[src/rtl/key_cond_pkg.sv]
// Shared types and encodings for the up/down key conditioner.
package key_cond_pkg;

  typedef enum logic [1:0] {
    IDLE    = 2'd0,
    DELAY   = 2'd1,
    REPEAT  = 2'd2,
    LOCKOUT = 2'd3
  } key_state_t;

  localparam logic DIR_UP   = 1'b0;
  localparam logic DIR_DOWN = 1'b1;

  function automatic int unsigned max_u(input int unsigned a, input int unsigned b);
    return (a > b) ? a : b;
  endfunction

endpackage

[src/rtl/key_debouncer.sv]
// Two-flop synchroniser followed by a stable-count debouncer for one key.
module key_debouncer #(
  parameter int unsigned DEBOUNCE_CYCLES = 250000
) (
  input  logic clk,
  input  logic reset,
  input  logic raw,
  output logic level
);

  localparam int unsigned CW = $clog2(DEBOUNCE_CYCLES);
  localparam logic [CW-1:0] CNT_LAST = CW'(DEBOUNCE_CYCLES - 1);

  logic          sync1_q, sync1_d;
  logic          sync2_q, sync2_d;
  logic          level_q, level_d;
  logic [CW-1:0] cnt_q, cnt_d;

  always_ff @(posedge clk or posedge reset) begin
    if (reset) begin
      sync1_q <= 1'b0;
      sync2_q <= 1'b0;
      level_q <= 1'b0;
      cnt_q   <= '0;
    end else begin
      sync1_q <= sync1_d;
      sync2_q <= sync2_d;
      level_q <= level_d;
      cnt_q   <= cnt_d;
    end
  end

  always_comb begin
    sync1_d = raw;
    sync2_d = sync1_q;
    level_d = level_q;
    cnt_d   = '0;
    // Any return to the debounced level restarts the stability count.
    if (sync2_q != level_q) begin
      if (cnt_q == CNT_LAST) begin
        level_d = sync2_q;
        cnt_d   = '0;
      end else begin
        cnt_d = cnt_q + CW'(1);
      end
    end
  end

  assign level = level_q;

endmodule

[src/rtl/updown_key_conditioner.sv]
// Turns debounced UP/DOWN keys into single-cycle step pulses with hold-to-repeat
// and a lockout that keeps both directions from ever firing together.
module updown_key_conditioner
  import key_cond_pkg::*;
#(
  parameter int unsigned DEBOUNCE_CYCLES = 250000,
  parameter int unsigned REPEAT_DELAY    = 25000000,
  parameter int unsigned REPEAT_PERIOD   = 5000000,
  parameter bit          REPEAT_EN       = 1'b1
) (
  input  logic clk,
  input  logic reset,
  input  logic key_up_raw,
  input  logic key_down_raw,
  output logic up,
  output logic down,
  output logic key_busy
);

  localparam int unsigned TW = $clog2(max_u(REPEAT_DELAY, REPEAT_PERIOD));
  localparam logic [TW-1:0] DELAY_LAST  = TW'(REPEAT_DELAY - 1);
  localparam logic [TW-1:0] PERIOD_LAST = TW'(REPEAT_PERIOD - 1);

  logic du, dd;

  key_debouncer #(.DEBOUNCE_CYCLES(DEBOUNCE_CYCLES)) u_up_deb (
    .clk   (clk),
    .reset (reset),
    .raw   (key_up_raw),
    .level (du)
  );

  key_debouncer #(.DEBOUNCE_CYCLES(DEBOUNCE_CYCLES)) u_dn_deb (
    .clk   (clk),
    .reset (reset),
    .raw   (key_down_raw),
    .level (dd)
  );

  key_state_t    state_q, state_d;
  logic [TW-1:0] timer_q, timer_d;
  logic          dir_q, dir_d;
  logic          up_q, up_d;
  logic          down_q, down_d;
  logic          busy_q, busy_d;
  logic          fire;
  logic          dir_held;

  always_ff @(posedge clk or posedge reset) begin
    if (reset) begin
      state_q <= IDLE;
      timer_q <= '0;
      dir_q   <= DIR_UP;
      up_q    <= 1'b0;
      down_q  <= 1'b0;
      busy_q  <= 1'b0;
    end else begin
      state_q <= state_d;
      timer_q <= timer_d;
      dir_q   <= dir_d;
      up_q    <= up_d;
      down_q  <= down_d;
      busy_q  <= busy_d;
    end
  end

  assign dir_held = (dir_q == DIR_UP) ? du : dd;

  // Abort checks come before the timer so a release or conflict on a
  // terminal-count edge suppresses the pulse.
  always_comb begin
    state_d = state_q;
    timer_d = timer_q;
    dir_d   = dir_q;
    fire    = 1'b0;
    case (state_q)
      IDLE: begin
        timer_d = '0;
        if (du && dd) begin
          state_d = LOCKOUT;
        end else if (du || dd) begin
          fire    = 1'b1;
          dir_d   = du ? DIR_UP : DIR_DOWN;
          state_d = DELAY;
        end
      end
      DELAY, REPEAT: begin
        if (du && dd) begin
          state_d = LOCKOUT;
          timer_d = '0;
        end else if (!dir_held) begin
          state_d = IDLE;
          timer_d = '0;
        end else if (REPEAT_EN) begin
          if (timer_q == ((state_q == DELAY) ? DELAY_LAST : PERIOD_LAST)) begin
            fire    = 1'b1;
            timer_d = '0;
            state_d = REPEAT;
          end else begin
            timer_d = timer_q + TW'(1);
          end
        end
      end
      LOCKOUT: begin
        timer_d = '0;
        if (!du && !dd) state_d = IDLE;
      end
      default: begin
        state_d = IDLE;
        timer_d = '0;
      end
    endcase
  end

  always_comb begin
    up_d   = fire && (dir_d == DIR_UP);
    down_d = fire && (dir_d == DIR_DOWN);
    busy_d = (state_d != IDLE);
  end

  assign up       = up_q;
  assign down     = down_q;
  assign key_busy = busy_q;

endmodule
[config.mk]
export PLATFORM = sky130hd
export DESIGN_NAME = updown_key_conditioner
export DESIGN_NICKNAME = d
export VERILOG_FILES = /design/src/rtl/key_cond_pkg.sv /design/src/rtl/key_debouncer.sv /design/src/rtl/updown_key_conditioner.sv
export SDC_FILE = /design/constraint.sdc
export NUM_CORES = 1
export LEC_CHECK = 0
export CORE_MARGIN = 3
export CORE_UTILIZATION = 50
export CTS_CLUSTER_SIZE = 20
export DETAILED_ROUTE_END_ITERATION = 16
export DONT_BUFFER_PORTS = 1
export SYNTH_ARGS = -nofsm -noshare
export SYNTH_HDL_FRONTEND = slang
export SYNTH_SLANG_ARGS = --single-unit
[constraint.sdc]
create_clock -name clk -period 7 [get_ports clk]
set_clock_uncertainty 0.15 [all_clocks]
set_input_delay 1.05 -clock clk [delete_from_list [all_inputs] [get_ports clk]]
set_output_delay 1.05 -clock clk [all_outputs]
set_load 0.1 [all_outputs]
# After elaboration in Yosys (flattened, before gate mapping)
# Cells that the tools add are included.
[totals]
ff_bits = 73
wordCells = 66
output_inout_bits = 3
in_bits = 4
[classes]
n_bitwise = 1
n_reduce_logical = 13
mux = 27
addsub = 3
n_eq_ne = 8
[ops]
columns = ["cell", "count"]
rows = [
  ["25-bit 2-to-1 mux", 4],
  ["18-bit 2-to-1 mux", 4],
  ["25-bit case mux with 2 select lines", 1],
  ["18-bit by 1-bit adder with 18-bit output (second input constant)", 2],
  ["18-bit equality test (second input constant)", 2],
  ["25-bit by 1-bit adder with 25-bit output (second input constant)", 1],
  ["25-bit equality test", 1],
  ["2-bit 2-to-1 mux", 6],
  ["1-bit 2-to-1 mux", 10],
  ["2-bit case mux with 3 select lines", 1],
  ["2-bit equality test (second input constant)", 2],
  ["1-bit logical AND", 4],
  ["2-bit AND reduction", 2],
  ["2-bit OR reduction", 2],
  ["2-bit by 1-bit equality test with 1-bit output (second input constant)", 1],
  ["1-bit zero test", 2],
  ["2-bit zero test", 1],
  ["1-bit != test", 2],
  ["1-bit case mux with 2 select lines", 1],
  ["2-bit nonzero test", 1],
  ["1-bit logical OR", 1],
  ["1-bit inverter", 1],
]

# Longest topological paths before layout
[logic_depth]
word_depth = 8
depth_mapped = 9
ltp_nobuf = 7

# Hierarchy
# A second synthesis with hierarchy kept.
[unflattened]
hier_cells = 382
hier_area_um2 = 3986.3
[modules_own_cells]
columns = ["module", "area_per_inst_um2", "cells_per_inst", "seq_area_each_um2", "n_inst"]
rows = [
  ["key_debouncer", 1012.2, 95, 525.5, 2],
  ["updown_key_conditioner", 1961.9, 192, 775.7, 1],
]

# Least setup slack after synthesis
# OpenSTA, ideal clock, no wires.
[synth_path]
path_type = "reg-to-reg"
start = "reg timer_q[13]"
end = "reg timer_q[16]"
required_ns = 6.731
period_less_slack_ns = 2.492
path_slack_ns = 4.508
arrival_ns = 2.223
stages_incl_launch_ff = 8
n_path_buf = 2
setup_time_ns = 0.119
cell_sequence = "dfrtp_1 -> or4_1 -> or4b_4 -> a2111oi_4 -> nand2b_1 -> buf_6 -> buf_8 -> nor2_1"
[synth_between]
elab_chain_cells = 5
elab_cells_between_ends = 6
classes_between = "add/sub (1); eq/ne (1); mux (4)"
[synth_rtl]
columns = ["element", "line_no", "text"]
rows = [
  ["start: declaration", "updown_key_conditioner.sv:41", "logic [TW-1:0] timer_q, timer_d;"],
  ["start signal: assignment", "updown_key_conditioner.sv:59", "timer_q <= timer_d;"],
  ["25-bit by 1-bit adder with 25-bit output or 25-bit equality test (tied branches)", "updown_key_conditioner.sv:100, updown_key_conditioner.sv:95", ""],
  ["25-bit 2-to-1 mux (*)", "updown_key_conditioner.sv:95", "if (timer_q == ((state_q == DELAY) ? DELAY_LAST : PERIOD_LAST)) begin"],
  ["25-bit 2-to-1 mux (*)", "updown_key_conditioner.sv:91", "end else if (!dir_held) begin"],
  ["25-bit 2-to-1 mux (*)", "updown_key_conditioner.sv:88", "if (du && dd) begin"],
  ["25-bit case mux with 2 select lines (*)", "updown_key_conditioner.sv:76", "case (state_q)"],
  ["net timer_d[16]", "updown_key_conditioner.sv:41", ""],
]
# The timed path passes the listed nets; every way through them passes the cells marked *.
# A chain may end at the register's enable or synchronous reset.

# Final worst setup path
[layout_path]
start = "reg timer_q[13]"
end = "reg timer_q[13]"
# Same word-level chain as after synthesis.

==> metrics <==
Starting Density=0.522; # IOs=7; critical path data required time=7.04 ns; Final Non-Filler Cells=475; Synth Area in XOR/XNOR=0.139; wire per inst=13.1 um; global-route wire length before repair=10,900 um; nets@finish=387; #FFs+latches synth=73; CP bufs+invs=0; Max Cap Violations=0; CP Cell Sequence=or4_1, or4b_4, a2111oi_4, nand2b_1, nor2_1; Iter 0 DRT Violations=145; Synth Area in Compound Gates=0.0292; clk buf depth=2; vias in the first global route=2,396; mux cell area share after synthesis=0.00312; largest family of logic cells by synthesized area=simple AND/OR/NAND/NOR gates; Hold Path Class=flop to flop; largest net degree at the start of global routing=74; Syn Area/Cell=9.79 sq um; CTS Buf Count=9; WP data arrival=3.13 ns; crit-path max FO=25; CP Class=flop to flop; global-route usage over all layers=0.163; layout cell share with drive strength beyond 1=0.0712; asr flop ratio synth=1.00; worst hold margin=0.202 ns; Ant. Diodes=0; GRT overflow=0; switching pwr=176 uW; M1 WL=3080 um; DR pass1 iterations=5; Sink Count=73; H-tree depth=3; Slew @ Worst Pin=0.942 ns; headroom to the max-slew limit=0.372; clock-pin slew on the worst setup and hold paths=0.07 ns; Setup Fix Bufs, Post-CTS=0; wirelength, routed=6220 um; Yosys warning count=0; Sw Ratio=0.233; Int Pwr=579 uW; cell taking the most area after synthesis=dfrtp_1; met2 wire len=2830 um; DR top layer=met4; Setup violations, final=0; post-placement cell count=459; Core Area=6910 sq um; Yosys top cell area share=0.507; Setup crit start=timer_q[13]$_DFF_PP0_; Pwr Density=195 nW/um^2; Synth Cell Area=3600 sq um; area delta synth->final=7.43%; Critical Path Source Type=flop; fin crit share=0.442; CP endpoint kind=flop; CP max stage delay=0.78 ns; RSZ-0062 raised after global routing=false; fin crit period=3.09 ns; drt drc=0; hold_buf cts=0; routed via count=2,465; gp weighted congestion=0.893; Slew Viols, Final=0; Die X=90.9 um; Multi-input gate area=1650 sq um; Critical-path top delay cell=nand2b_1; routed vias/inst=5.19; synth unique cells=37; row count=30; critical hold path startpoint=u_up_deb.sync1_q$_DFF_PP0_; leakage=0.00154 uW; Die ar.=8260 sq um; Post-synth EDFFs=0; Comb power frac=0.023; post-synth net total=381; top cells by count, synth=nor2_1 (78), dfrtp_1 (73), xnor2_1 (39), nand3_1 (27), nand2_1 (22); sequential share of the synthesized area=0.507; Hold Fails Final Rpt=0; root buffer cell=clkbuf_8; register area=1830 sq um; clock share of power=0.410; Synth Area in Adders=0.0313; Port Buffers=0; Die H=90.9 um; Reg2Reg Launch Point=timer_q[13]$_DFF_PP0_; clock latency on the worst-skew pair=0.34 ns; Flop pwr share=0.568; Worst IR Drop VDD=114 uV; Simple-Gate Fraction of Synth Area=0.256; Syn Inst Count=368; count leader, synth=nor2_1; post-route antenna net violation count=0; largest delay contributor family on the critical path=simple AND/OR/NAND/NOR gates; Fill cells=632; Post-DP HPWL=4210 um; status=finished, final reports clean; Peak Freq=0.323 GHz; Synth Flop Type=dfrtp_1; metal3 WL=225 um; cts repair resizes=0; CTS tree=yes; Finished Core Util=0.561; initial antenna violation count=0; largest cells by area after synthesis=dfrtp_1 (51%), xnor2_1 (9.5%), nor2_1 (8.1%); setup_tns=0 ns
placed cells by master, fill, tap and decap left out, drive strengths merged:
cell      Yosys  final
a2111oi       1      1
a211o         1      1
a21oi         2      2
a22oi         1      1
and3          4      4
and4          4      4
and4b         2      2
buf           4      2
clkbuf        3     11
clkinv        0      1
clkinvlp      0      2
dfrtp        73     73
ha            9      9
inv          19     21
mux2          1      1
nand2        22     22
nand2b        2      2
nand3        27     27
nand3b        1      1
nand4        11     11
nor2         78     78
nor3         18     18
nor4          5      5
nor4b         4      4
o211a         1      1
o21ai         5      5
o22a          1      1
o31ai         1      1
or2           4      4
or3           1      1
or3b          1      1
or4           4      4
or4b          1      1
xnor2        39     39
xor2         18     18
sequential cells by signal, summed over array words and instances, names as in the netlist, 2 cells and up:
name and cells:
state_q 2, timer_q 25, u_dn_deb.cnt_q 18, u_up_deb.cnt_q 18
layout make-up:
class / instances / area share
tap: 96 / 0.0310
inverter: 19 / 0.0184
sequential: 73 / 0.472
multi-input combinational: 269 / 0.426
clock buffer: 11 / 0.0391
clock inverter: 5 / 0.00970
timing repair buffer: 2 / 0.00388
per-stage QoR:
stage               total power (uW)  area, sq um  setup slack, ns
finish                           755         3870             3.91
global route                     786         3870             3.73
CTS                              770         3870             3.89
detailed placement               455         3680             3.87
global placement                 455         3680             3.95
floorplan                        450         3600             3.95
routing by layer:
| metal | global-route usage | vias to the layer above |
|---|---|---|
| met5 | 0 | - |
| met4 | 0.0590 | 0 |
| met3 | 0.0442 | 7 |
| met2 | 0.254 | 28 |
| met1 | 0.220 | 1181 |
| li1 | - | 1249 |
cells by family (layout without fill, tap and decap cells):
logic type / count (synthesis) / count (layout)
and+or+nand+nor: 189 / 189
DFF: 73 / 73
xor gates and xnor gates: 57 / 57
buffers and inverters: 26 / 37
AOI/OAI and AO/OA: 13 / 13
adders and majority gates: 9 / 9
muxes: 1 / 1
power by group through the flow:
stage / sequential, uW / combinational [uW] / clock (uW)
3_5_place_dp: 437 / 18.3 / 0
2_1_floorplan: 436 / 14.2 / 0
6_report: 429 / 17.2 / 309
5_1_grt: 429 / 20.6 / 336
3_3_place_gp: 437 / 18.1 / 0
4_1_cts: 429 / 18.3 / 323
worst paths after layout:
kind	cells past startpoint	end	slack [ns]
max	5	timer_q[13]$_DFF_PP0_	3.91
min reg2reg	0	u_up_deb.sync2_q$_DFF_PP0_	0.20
min in group asynchronous	2	u_dn_deb.cnt_q[14]$_DFF_PP0_	0.71
max reg2reg	5	timer_q[13]$_DFF_PP0_	3.91
min	0	u_up_deb.sync2_q$_DFF_PP0_	0.20
max in group asynchronous	2	state_q[0]$_DFF_PP0_	5.43
(Power assumes the default switching activity.)
